<file path="config.mk">
export PLATFORM = sky130hd
export DESIGN_NAME = oam_dma_controller
export DESIGN_NICKNAME = d
export VERILOG_FILES = /design/src/rtl/oam_dma_controller.sv
export SDC_FILE = /design/constraint.sdc
export NUM_CORES = 1
export LEC_CHECK = 0
export ABC_AREA = 1
export BUFFER_PORTS_ARGS = -buffer_cell sky130_fd_sc_hd__buf_2
export CAP_MARGIN = 10
export CORE_ASPECT_RATIO = 2
export CORE_MARGIN = 2
export CORE_UTILIZATION = 49
export CTS_CLUSTER_SIZE = 8
export DETAILED_ROUTE_END_ITERATION = 16
export GPL_TIMING_DRIVEN = 0
export PLACE_DENSITY = 0.72
export SETUP_SLACK_MARGIN = 0.02
export SLEW_MARGIN = 0
export SYNTH_ARGS = -nofsm -noshare
export SYNTH_HDL_FRONTEND = slang
export SYNTH_SLANG_ARGS = --single-unit
</file>
<file path="constraint.sdc">
create_clock -name clock_i -period 4.6 [get_ports clock_i]
set_input_delay 0.69 -clock clock_i [delete_from_list [all_inputs] [get_ports clock_i]]
set_output_delay 0.69 -clock clock_i [all_outputs]
set_load 0.01 [all_outputs]
</file>
<file path="src/rtl/oam_dma_controller.sv">
`default_nettype none
// ============================================================================
// Module   : oam_dma_controller
// Brief    : Sprite DMA engine; halts the CPU and copies one source page to
//            the OAM data port, otherwise passes CPU bus traffic through.
// Revision : 1.0 - initial release
// ============================================================================
module oam_dma_controller #(
    parameter logic [15:0] TRIGGER_ADDRESS  = 16'h4014,
    parameter logic [15:0] OAM_DATA_ADDRESS = 16'h2004,
    parameter int          TRANSFER_LENGTH  = 256
) (
    input  logic        clock_i,
    input  logic        reset_i,
    input  logic        cpu_tick_i,
    input  logic [15:0] cpu_address_i,
    input  logic [7:0]  cpu_data_i,
    input  logic        cpu_bus_read_i,
    input  logic        cpu_bus_write_i,
    output logic        cpu_halt_o,
    input  logic [7:0]  bus_data_i,
    output logic [15:0] bus_address_o,
    output logic [7:0]  bus_data_o,
    output logic        bus_read_o,
    output logic        bus_write_o,
    output logic        busy_o
);

    localparam logic [7:0] c_last_index = 8'(TRANSFER_LENGTH - 1);

    typedef enum logic [2:0] {
        S_IDLE  = 3'd0,
        S_HALT  = 3'd1,
        S_ALIGN = 3'd2,
        S_READ  = 3'd3,
        S_WRITE = 3'd4
    } state_t;

    state_t      r_state, w_state_next;
    logic        r_parity;
    logic [7:0]  r_page, w_page_next;
    logic [7:0]  r_index, w_index_next;
    logic [7:0]  r_hold, w_hold_next;
    logic [15:0] r_dma_address, w_dma_address_next;
    logic        r_dma_read, w_dma_read_next;
    logic        r_dma_write, w_dma_write_next;
    logic        r_busy, w_busy_next;
    logic        w_trigger;

    assign w_trigger = cpu_bus_write_i && (cpu_address_i == TRIGGER_ADDRESS);

    always_ff @(posedge clock_i or posedge reset_i) begin
        if (reset_i) begin
            r_state       <= S_IDLE;
            r_parity      <= 1'b0;
            r_page        <= 8'h00;
            r_index       <= 8'h00;
            r_hold        <= 8'h00;
            r_dma_address <= 16'h0000;
            r_dma_read    <= 1'b0;
            r_dma_write   <= 1'b0;
            r_busy        <= 1'b0;
        end else if (cpu_tick_i) begin
            r_state       <= w_state_next;
            r_parity      <= ~r_parity;
            r_page        <= w_page_next;
            r_index       <= w_index_next;
            r_hold        <= w_hold_next;
            r_dma_address <= w_dma_address_next;
            r_dma_read    <= w_dma_read_next;
            r_dma_write   <= w_dma_write_next;
            r_busy        <= w_busy_next;
        end
    end

    // Bus registers are loaded on the edge entering each state, so a READ
    // address is valid for the whole READ tick.
    always_comb begin
        w_state_next       = r_state;
        w_page_next        = r_page;
        w_index_next       = r_index;
        w_hold_next        = r_hold;
        w_dma_address_next = r_dma_address;
        w_dma_read_next    = 1'b0;
        w_dma_write_next   = 1'b0;
        w_busy_next        = r_busy;
        case (r_state)
            S_IDLE: begin
                if (w_trigger) begin
                    w_page_next  = cpu_data_i;
                    w_index_next = 8'h00;
                    w_busy_next  = 1'b1;
                    w_state_next = S_HALT;
                end
            end
            S_HALT: begin
                if (r_parity) begin
                    w_state_next = S_ALIGN;
                end else begin
                    w_state_next       = S_READ;
                    w_dma_address_next = {r_page, r_index};
                    w_dma_read_next    = 1'b1;
                end
            end
            S_ALIGN: begin
                w_state_next       = S_READ;
                w_dma_address_next = {r_page, r_index};
                w_dma_read_next    = 1'b1;
            end
            S_READ: begin
                w_state_next       = S_WRITE;
                w_hold_next        = bus_data_i;
                w_dma_address_next = OAM_DATA_ADDRESS;
                w_dma_write_next   = 1'b1;
            end
            S_WRITE: begin
                if (r_index == c_last_index) begin
                    w_state_next = S_IDLE;
                    w_busy_next  = 1'b0;
                end else begin
                    w_index_next       = r_index + 8'd1;
                    w_state_next       = S_READ;
                    w_dma_address_next = {r_page, r_index + 8'd1};
                    w_dma_read_next    = 1'b1;
                end
            end
            default: begin
                w_state_next = S_IDLE;
                w_busy_next  = 1'b0;
            end
        endcase
    end

    assign bus_address_o = (r_state == S_IDLE) ? cpu_address_i   : r_dma_address;
    assign bus_data_o    = (r_state == S_IDLE) ? cpu_data_i      : r_hold;
    assign bus_read_o    = (r_state == S_IDLE) ? cpu_bus_read_i  : r_dma_read;
    assign bus_write_o   = (r_state == S_IDLE) ? cpu_bus_write_i : r_dma_write;
    assign cpu_halt_o    = r_busy;
    assign busy_o        = r_busy;

endmodule
`default_nettype wire

</file>
==> impl_metrics.csv, run 1 <==
group,metric,value,unit
pwr,power_density,493,nW/µm²
detailed_routing,drt_first_pass_iters,4,
cells_and_area,finalNonFillerCells,491,
global_route,grt_pass1_wl,11000,µm
detailed_routing,vias,2514,
global_route,antenna_found_initial,0,
sta,post-route-min-period,2510,ps
synth,yosys.area.top_type,"dfrtp_1",
clock_tree,cts_hold_buffers,0,
synth,async_flop_share,1.00,
detailed_routing,drcViolationCount,0,
sta,report.final.hold_viol_count,0,
sta,relSlewSlack,0.689,
clock_tree,ctsResizeCount,0,
global_route,grt_usage,0.228,
clock_tree,numCtsBuffers,5,
worst_setup_path,r2r_start,"r_index[0]",
cells_and_area,layout.nets,468,
synth,synth.net_count,397,
run,cap_violations,0,
cells_and_area,syn2layout_area_growth,18.0,%
synth,ys_ff_latch,47,
detailed_routing,wire_per_inst,13.4,µm
worst_setup_path,ff2ff_setup_slack,2790,ps
cells_and_area,regArea,1180,µm²
clock_tree,post-cts-setup-buffers,0,
sta,rsz0062_at_grt,"no",
sta,fmax,398,MHz
global_route,grt_max_degree,41,
detailed_routing,wirelength,6570,µm
floorplan,die_area,6260,µm²
worst_setup_path,r2r_cells,10,
synth,yosys_warnings,0,
cells_and_area,drive_above_1_share,0.299,
cells_and_area,num-fill-cells,537,
sta,fin_crit_sh,0.547,
floorplan,start_util,0.507,
worst_setup_path,cp.required,3910,ps
pwr,power_leakage,1.80,nW
worst_setup_path,crit_path_start,"r_state[0]",
floorplan,rows,38,
pwr,peakVddDrop,0.000440,V
synth,synthTopCellsByArea,"dfrtp_1, nand2_1, nor2_1",
clock_tree,cts-root-buf,"clkbuf_8",
cells_and_area,multiInputGateArea,1360,µm²
global_route,first_global_vias,2478,
sta,setup_tns,0,ps
place,dp_cells,483,
sta,finalSetupViolCount,0,
place,placed_area,3160,µm²
place,numPortBuffers,63,
sta,max_slew.worst_pin.slew,466,ps
place,hpwlAfterDp,5140,µm
sta,fin_skew,4.68,ps
cells_and_area,final_design_area_no_fill,3250,µm²
clock_tree,clk_pin_slew,80,ps
detailed_routing,routed_via_density,5.12,
status,status,"finished clean",
clock_tree,htree_levels,2,
global_route,grt-ovfl-total,0,
synth,syn_area,2750,µm²
clock_tree,clk_latency,300,ps
synth,yosysTopAreaCellShare,0.428,
worst_setup_path,cp.arrival,1820,ps
worst_setup_path,critPathLaunchType,"flop",
synth,synthTopCellsByCount,"nand2_1, dfrtp_1, nor2_1",
floorplan,num_io_pins,65,
floorplan,coreArea,5420,µm²
floorplan,die_y,110,µm
floorplan,dieWidth,57.0,µm
place,gp_congestion,0.827,
detailed_routing,ant_nets,0,
synth,synth-seq-area-share,0.428,
synth,syn_avg_cell_area,7.66,µm²
cells_and_area,antennaDiodeCount,0,
synth,synth_edf_count,0,
synth,syn-instance-count,359,
worst_setup_path,worstPathMaxFanout,10,
synth,synth.most_common_cell,"nand2_1",
worst_setup_path,critPathCaptureType,"primary output",
worst_setup_path,rr_endpoint,"r_dma_address[7]",
clock_tree,cts_tree,"built",
synth,ys.flop_type,"dfrtp_1",
detailed_routing,drt_iter0_markers,99,
clock_tree,cts.sinks,47,
clock_tree,clock_path_buffers,2,
sta,slew_violations,0,
worst_setup_path,worst-setup-path-type,"flop to primary output",
synth,yosysUniqueCellTypes,33,
worst_hold_path,hp-class,"input port to async pin",
report_power, final:
| group | total [mW] | internal [mW] | switching [mW] |
|---|---|---|---|
| registers | 0.520 | 0.470 | 0.0497 |
| logic | 0.832 | 0.306 | 0.525 |
| clock network | 0.247 | 0.106 | 0.141 |
per-layer routing:
layer  track usage  vias up  part of all wire
met5             0        -                 0
met4         0.115        0             0.036
met3        0.0447       14             0.055
met2         0.410       83              0.53
met1         0.249     1142              0.38
li1              -     1275                 -
cell type report:
class	instances	share of cell area
clock buffers	6	0.0224
inverters	28	0.0347
flip-flops and latches	47	0.362
clock inverters	2	0.00386
repair buffers	64	0.103
well taps	60	0.0231
plain buffers	11	0.0305
multi-input cells	273	0.420
worst max-delay path by stage:
stage	endpoint	slack, ps	depth (start not counted)
finish	bus_data_o[4]	2090	8
global route	bus_data_o[4]	1890	8
CTS	bus_data_o[4]	2060	8
detailed placement	bus_address_o[10]	2410	8
global placement	r_dma_address[3]	2150	2
floorplan	bus_address_o[0]	2660	7
logic make-up (layout without fill, tap and decap cells):
kind of cell / count (synthesis) / count (layout) / synth area share
buffers and inverters: 39 / 111 / 0.0769
AND/OR/NAND/NOR: 228 / 228 / 0.376
AO/OA/AOI/OAI: 35 / 35 / 0.0792
XOR/XNOR: 1 / 1 / 0.00319
flip-flops: 47 / 47 / 0.428
multiplexers: 8 / 8 / 0.0328
adder cells (fa/ha/maj): 1 / 1 / 0.00455
metrics by stage:
step           hold slack, ps   util  setup slack (ps)  total power [mW]
3_5_place_dp              460  0.583              2410              1.37
5_1_grt                   288  0.599              1890              1.73
6_report                  279  0.599              2090              1.60
3_3_place_gp              455  0.579              2150              1.35
4_1_cts                   277  0.599              2060              1.62
2_1_floorplan             442      -              2660              1.11
critical path, cell delays in order, from the launching register on:
cell and delay [ps]:
dfrtp_1 460, nor2_2 230, inv_2 70, nor2_4 100, buf_6 160, buf_2 230
nand2_1 80, nand2_1 70, buf_2 120
layout by cell type, fill, tap and decap left out, types with 6 or more instances in the layout:
| master | count |
|---|---|
| dfrtp_1 | 47 |
| nand2_4 | 6 |
| buf_2 | 68 |
| o21ai_2 | 8 |
| nor2_1 | 40 |
| a21oi_1 | 7 |
| nand3_1 | 10 |
| o21ai_0 | 13 |
| nand2_1 | 138 |
| nand2_2 | 15 |
| mux2_1 | 6 |
| inv_2 | 7 |
| nand4_1 | 8 |
| inv_1 | 18 |
sequential cells by signal, summed over array words and instances, names as in the netlist:
signal,count
r_index,8
r_hold,8
busy_o,1
r_parity,1
r_dma_address,16
r_dma_read,1
r_page,8
r_state,3
r_dma_write,1
(Power assumes the default switching activity.)
==> run 2: changes to the inputs <==
--- a/config.mk
+++ b/config.mk
@@ -5,16 +5,16 @@
 export SDC_FILE = /design/constraint.sdc
 export NUM_CORES = 1
 export LEC_CHECK = 0
-export ABC_AREA = 1
+export ABC_AREA = 0
 export BUFFER_PORTS_ARGS = -buffer_cell sky130_fd_sc_hd__buf_2
 export CAP_MARGIN = 10
 export CORE_ASPECT_RATIO = 2
 export CORE_MARGIN = 2
-export CORE_UTILIZATION = 49
+export CORE_UTILIZATION = 48
 export CTS_CLUSTER_SIZE = 8
 export DETAILED_ROUTE_END_ITERATION = 16
 export GPL_TIMING_DRIVEN = 0
-export PLACE_DENSITY = 0.72
+export PLACE_DENSITY = 0.74
 export SETUP_SLACK_MARGIN = 0.02
 export SLEW_MARGIN = 0
 export SYNTH_ARGS = -nofsm -noshare
==> constraint.sdc (replaced) <==
create_clock -name clock_i -period 2.3 [get_ports clock_i]
set_input_delay 0.345 -clock clock_i [delete_from_list [all_inputs] [get_ports clock_i]]
set_output_delay 0.345 -clock clock_i [all_outputs]
set_load 0.01 [all_outputs]
==> impl_metrics.csv, run 2 <==
group,metric,value,unit
status,status,"finished clean",
cells_and_area,antennaDiodeCount,0,
cells_and_area,layout.nets,363,
sta,fin_skew,11.8,ps
detailed_routing,routed_via_density,5.66,
cells_and_area,largest_reg_flops,16,
detailed_routing,vias,2173,
detailed_routing,drcViolationCount,0,
clock_tree,clk_pin_slew,100,ps
sta,relSlewSlack,0.637,
worst_hold_path,hp-class,"input port to flop",
synth,synthTopCellsByCount,"dfrtp_1, mux2_2, nand2_1",
synth,yosysTopAreaCellShare,0.456,
clock_tree,clock_path_buffers,2,
sta,finalHoldWorstSlack,270,ps
detailed_routing,drt_iter0_markers,56,
synth,async_flop_share,1.00,
pwr,peakVddDrop,0.000834,V
pwr,power_leakage,1.53,nW
synth,yosysUniqueCellTypes,45,
global_route,grt_pass1_wl,10500,µm
cells_and_area,mostFrequentLayoutCells,"buf_2, dfrtp_1, mux2_2",
global_route,first_global_vias,2237,
worst_setup_path,cpMaxStageDelayCell,"dfrtp_1",
synth,synth.net_count,285,
synth,syn_avg_cell_area,10.4,µm²
sta,rsz0062_at_grt,"no",
place,numPortBuffers,64,
floorplan,coreArea,5180,µm²
clock_tree,cts-root-buf,"clkbuf_8",
worst_setup_path,critPathLaunchType,"flop",
global_route,grt-ovfl-total,0,
detailed_routing,drt_first_pass_iters,4,
global_route,antenna_found_initial,0,
worst_setup_path,worstPathMaxFanout,10,
global_route,grt_usage,0.226,
cells_and_area,drive_above_1_share,0.442,
worst_setup_path,crit_buf_inv,4,
global_route,grt_util_met2,0.417,
detailed_routing,wire_per_inst,16.6,µm
pwr,total_power,3.26,mW
synth,yosys.area.top_type,"dfrtp_1",
synth,synth.most_common_cell,"dfrtp_1",
global_route,met3_usage,0.0240,
synth,ys_ff_latch,47,
floorplan,die_area,6010,µm²
synth,ys.flop_type,"dfrtp_1",
synth,yosys_warnings,0,
sta,max_slew.worst_pin.slew,538,ps
place,gp_congestion,0.918,
worst_setup_path,critPathCaptureType,"primary output",
cells_and_area,final_common_cell,"buf_2",
synth,synth-seq-area-share,0.456,
clock_tree,cts.sinks,47,
sta,post-route-min-period,2200,ps
sta,slew_violations,0,
clock_tree,cts_tree,"built",
sta,fin_crit_sh,0.956,
floorplan,dieWidth,55.8,µm
clock_tree,clk_latency,310,ps
run,cap_violations,0,
cells_and_area,num-fill-cells,432,
clock_tree,numCtsBuffers,5,
cells_and_area,regMostFlops,"r_dma_address",
cells_and_area,syn2layout_area_growth,22.8,%
clock_tree,htree_levels,2,
synth,syn-instance-count,247,
floorplan,rows,37,
worst_setup_path,cp.required,1960,ps
global_route,grt_use_met1,0.239,
floorplan,start_util,0.497,
worst_setup_path,worst-setup-path-type,"flop to primary output",
detailed_routing,ant_nets,0,
global_route,busiest_layer,"met2",
place,hpwlAfterDp,4820,µm
detailed_routing,wirelength,6370,µm
worst_setup_path,worstPathCellList,"buf_6 -> nor3_4 -> buf_12 -> buf_4 -> mux2_2 -> buf_2",
global_route,grt_max_degree,40,
synth,synth_edf_count,0,
floorplan,num_io_pins,65,
worst_setup_path,path_delay_family,"buffers and inverters",
floorplan,die_y,108,µm
synth,synthTopCellsByArea,"dfrtp_1, mux2_2, nand2_1",
worst_setup_path,slowest_delay,410,ps
sta,report.final.hold_viol_count,0,
worst_setup_path,cp.arrival,1850,ps
synth,syn_area,2580,µm²
sta,finalSetupViolCount,0,
pwr,power_density,1030,nW/µm²
sta,fmax,455,MHz
## run 2: final cells by class
class                           count  area, µm²  area share
Tap cell                           58       72.6      0.0229
Sequential cell                    47       1180       0.371
Buffer                             18        138      0.0435
Multi-Input combinational cell    179       1280       0.404
Inverter                            3       11.3     0.00356
Clock inverter                      3       20.0     0.00632
Timing Repair Buffer               71        400       0.126
Clock buffer                        5       68.8      0.0217
## run 2: logic make-up after synthesis
group                    share of synthesized area
AND/OR/NAND/NOR                              0.156
AO/OA/AOI/OAI                                0.128
flip-flops                                   0.456
multiplexers                                 0.197
buffers and inverters                       0.0519
XOR/XNOR                                   0.00679
adder cells (fa/ha/maj)                    0.00485
## run 2: per-layer routing
layer / vias up / wire, µm
li1: 1043 / -
met2: 68 / 3480
met1: 1042 / 2300
met4: 0 / 344
met3: 20 / 242
met5: - / 0
## run 2: through the flow
step                cells   util  area [µm²]  TNS, ps  worst slack, ps
finish                384  0.611        3170        0              101
global route          384  0.611        3170        0             26.1
CTS                   383  0.608        3150        0             37.8
detailed placement    370  0.577        2990    -3380             -211
global placement      369  0.573        2970    -2890             -184
floorplan             247      -        2580        0              323
## run 2: worst paths after layout
check / start / endpoint / slack, ps / depth (start not counted)
min in group asynchronous: reset_i / r_index[6] / 490 / 3
hold / removal: bus_data_i[3] / r_hold[3] / 270 / 2
setup / recovery: r_state[0] / bus_address_o[3] / 100 / 6
max in group asynchronous: reset_i / r_hold[2] / 1330 / 4
setup reg to reg: r_index[0] / r_dma_address[5] / 210 / 7
hold reg to reg: r_dma_address[9] / r_dma_address[9] / 490 / 2
## run 2: timing repair
item	CTS	global route
gates cloned	1	0
buffers inserted	3	1
gates resized for setup	6	3
pin swaps	1	1
endpoints found under the setup margin	26	26
endpoints found under the hold margin	8	0
hold buffers	1	0
## run 2: where the power goes
group | total (mW) | switching, mW | internal (mW)
clock network | 0.508 | 0.296 | 0.212
logic | 1.66 | 0.814 | 0.843
registers | 1.10 | 0.120 | 0.979
total | 3.26 | 1.23 | 2.03
==> run 3: changes to the inputs <==
--- a/config.mk
+++ b/config.mk
@@ -15,7 +15,7 @@
 export DETAILED_ROUTE_END_ITERATION = 16
 export GPL_TIMING_DRIVEN = 0
 export PLACE_DENSITY = 0.74
-export SETUP_SLACK_MARGIN = 0.02
+export SETUP_SLACK_MARGIN = 0.5
 export SLEW_MARGIN = 0
 export SYNTH_ARGS = -nofsm -noshare
 export SYNTH_HDL_FRONTEND = slang
==> impl_metrics.csv, run 3 (same netlist as run 2, synthesis figures left out) <==
group,metric,value,unit
worst_setup_path,crit_path_frequent_cell,"buf_6",
pwr,total_power,4.07,mW
cells_and_area,drive_above_1_share,0.509,
cells_and_area,syn2layout_area_growth,40.9,%
worst_setup_path,crit_buf_inv,4,
sta,finalSetupViolCount,0,
worst_setup_path,worstPathCellList,"buf_6 -> nor3_4 -> buf_6 -> buf_8 -> mux2_4 -> buf_6",
worst_setup_path,cp.required,1960,ps
place,hpwlAfterDp,4960,µm
clock_tree,clock_path_buffers,2,
floorplan,die_y,108,µm
sta,setup_tns,0,ps
place,gp_congestion,0.856,
floorplan,coreArea,5180,µm²
cells_and_area,final_util,0.701,
sta,post-route-min-period,2160,ps
global_route,first_global_vias,2431,
sta,report.final.hold_viol_count,8,
clock_tree,cts_hold_buffers,0,
pwr,power_leakage,1.75,nW
worst_setup_path,cp.depth,6,
pwr,p_sw,1.49,mW
global_route,antenna_found_initial,0,
sta,slew_violations,0,
global_route,grt_usage,0.274,
clock_tree,cts.sinks,47,
cells_and_area,mostFrequentLayoutCells,"dfrtp_1, buf_2, buf_6",
place,numPortBuffers,64,
pwr,p_clk_frac,0.128,
floorplan,start_util,0.497,
worst_setup_path,path_delay_family,"buffers and inverters",
place,placed_area,3010,µm²
floorplan,num_io_pins,65,
detailed_routing,ant_nets,0,
detailed_routing,vias,2372,
worst_setup_path,r2r_cells,7,
worst_setup_path,cpMaxStageDelayCell,"dfrtp_1",
pwr,switching_share,0.366,
worst_hold_path,hp-class,"input port to async pin",
floorplan,die_area,6010,µm²
cells_and_area,finalNonFillerCells,398,
detailed_routing,wirelength,7980,µm
cells_and_area,final_common_cell,"dfrtp_1",
clock_tree,clk_pin_slew,90,ps
place,dp_cells,370,
cells_and_area,layout.nets,377,
cells_and_area,largest_reg_flops,16,
clock_tree,cts_tree,"built",
cells_and_area,regMostFlops,"r_dma_address",
pwr,pwr-share-seq,0.276,
pwr,pwr-share-comb,0.596,
detailed_routing,drt_iter0_markers,93,
clock_tree,htree_levels,2,
run,cap_violations,0,
worst_setup_path,worstPathMaxFanout,6,
sta,rsz0062_at_grt,"yes",
worst_setup_path,worst-setup-path-type,"flop to primary output",
worst_setup_path,critPathCaptureType,"primary output",
floorplan,dieWidth,55.8,µm
clock_tree,cts-root-buf,"clkbuf_8",
floorplan,rows,37,
worst_setup_path,cp.arrival,1820,ps
pwr,intPower,2.58,mW
clock_tree,numCtsBuffers,5,
detailed_routing,routed_via_density,5.96,
cells_and_area,final_design_area_no_fill,3630,µm²
global_route,grt_max_degree,33,
detailed_routing,drt_first_pass_iters,5,
status,status,"finished with violations",
worst_setup_path,slowest_delay,400,ps
sta,fin_crit_sh,0.940,
cells_and_area,antennaDiodeCount,0,
sta,fmax,462,MHz
pwr,power_density,1120,nW/µm²
worst_setup_path,critPathLaunchType,"flop",
status,violations,"hold timing",
global_route,grt_pass1_wl,12500,µm
detailed_routing,wire_per_inst,20.1,µm
detailed_routing,drcViolationCount,0,
sta,relSlewSlack,0.678,
sta,finalHoldWorstSlack,-4.25,ps
global_route,grt-ovfl-total,0,
clock_tree,clk_latency,320,ps
pwr,peakVddDrop,0.00100,V
sta,max_slew.worst_pin.slew,483,ps
sta,fin_skew,7.16,ps
==> run 3: area by class of cell <==
| cell class | count | area (µm²) |
|---|---|---|
| Multi-Input combinational cell | 179 | 1440 |
| Timing Repair Buffer | 85 | 683 |
| Inverter | 3 | 11.3 |
| Fill cell | 377 | 1550 |
| Clock inverter | 2 | 12.5 |
| Buffer | 18 | 160 |
| Clock buffer | 6 | 72.6 |
| Tap cell | 58 | 72.6 |
| Sequential cell | 47 | 1180 |
==> run 3: metrics by stage <==
step / worst slack [ps] / hold slack, ps
final: 138 / -4.25
after global routing: 88.3 / 22.9
after CTS: 158 / 9.68
after detailed placement: 38.4 / 347
after global placement: 52.2 / 454
after floorplan: 479 / 435
==> run 3: power by group through the flow <==
stage          sequential [mW]  combinational (mW)  clock, mW
2_1_floorplan             1.08                1.08          0
3_3_place_gp              1.11                1.51          0
3_5_place_dp              1.12                1.53          0
4_1_cts                   1.11                2.28      0.517
5_1_grt                   1.14                2.55      0.544
6_report                  1.12                2.42      0.522
==> run 3: path summary, 6_finish.rpt <==
kind                                  start          endpoint  slack (ps)
hold reg to reg            r_dma_address[7]  r_dma_address[7]         500
setup reg to reg                 r_state[2]         r_page[6]         160
hold / removal                      reset_i  r_dma_address[1]          -4
max in group asynchronous           reset_i        r_state[1]        1790
min in group clock_i          bus_data_i[2]         r_hold[2]         250
setup / recovery                 r_state[2]  bus_address_o[2]         140
==> run 3: repair_timing <==
action | in CTS | in global routing
setup endpoints to repair | 67 | 67
gates resized for setup | 75 | 14
buffers inserted | 9 | 8
pin swaps | 3 | 3
cloned | 3 | 0
==> run 3: metal layers <==
layer,track usage,routed length [µm],part of all wire,vias up
met1,0.289,2820,0.35,1149
met2,0.481,4250,0.53,119
met5,0,0,0,-
met4,0.213,535,0.067,0
met3,0.0361,371,0.046,42
li1,-,-,-,1062
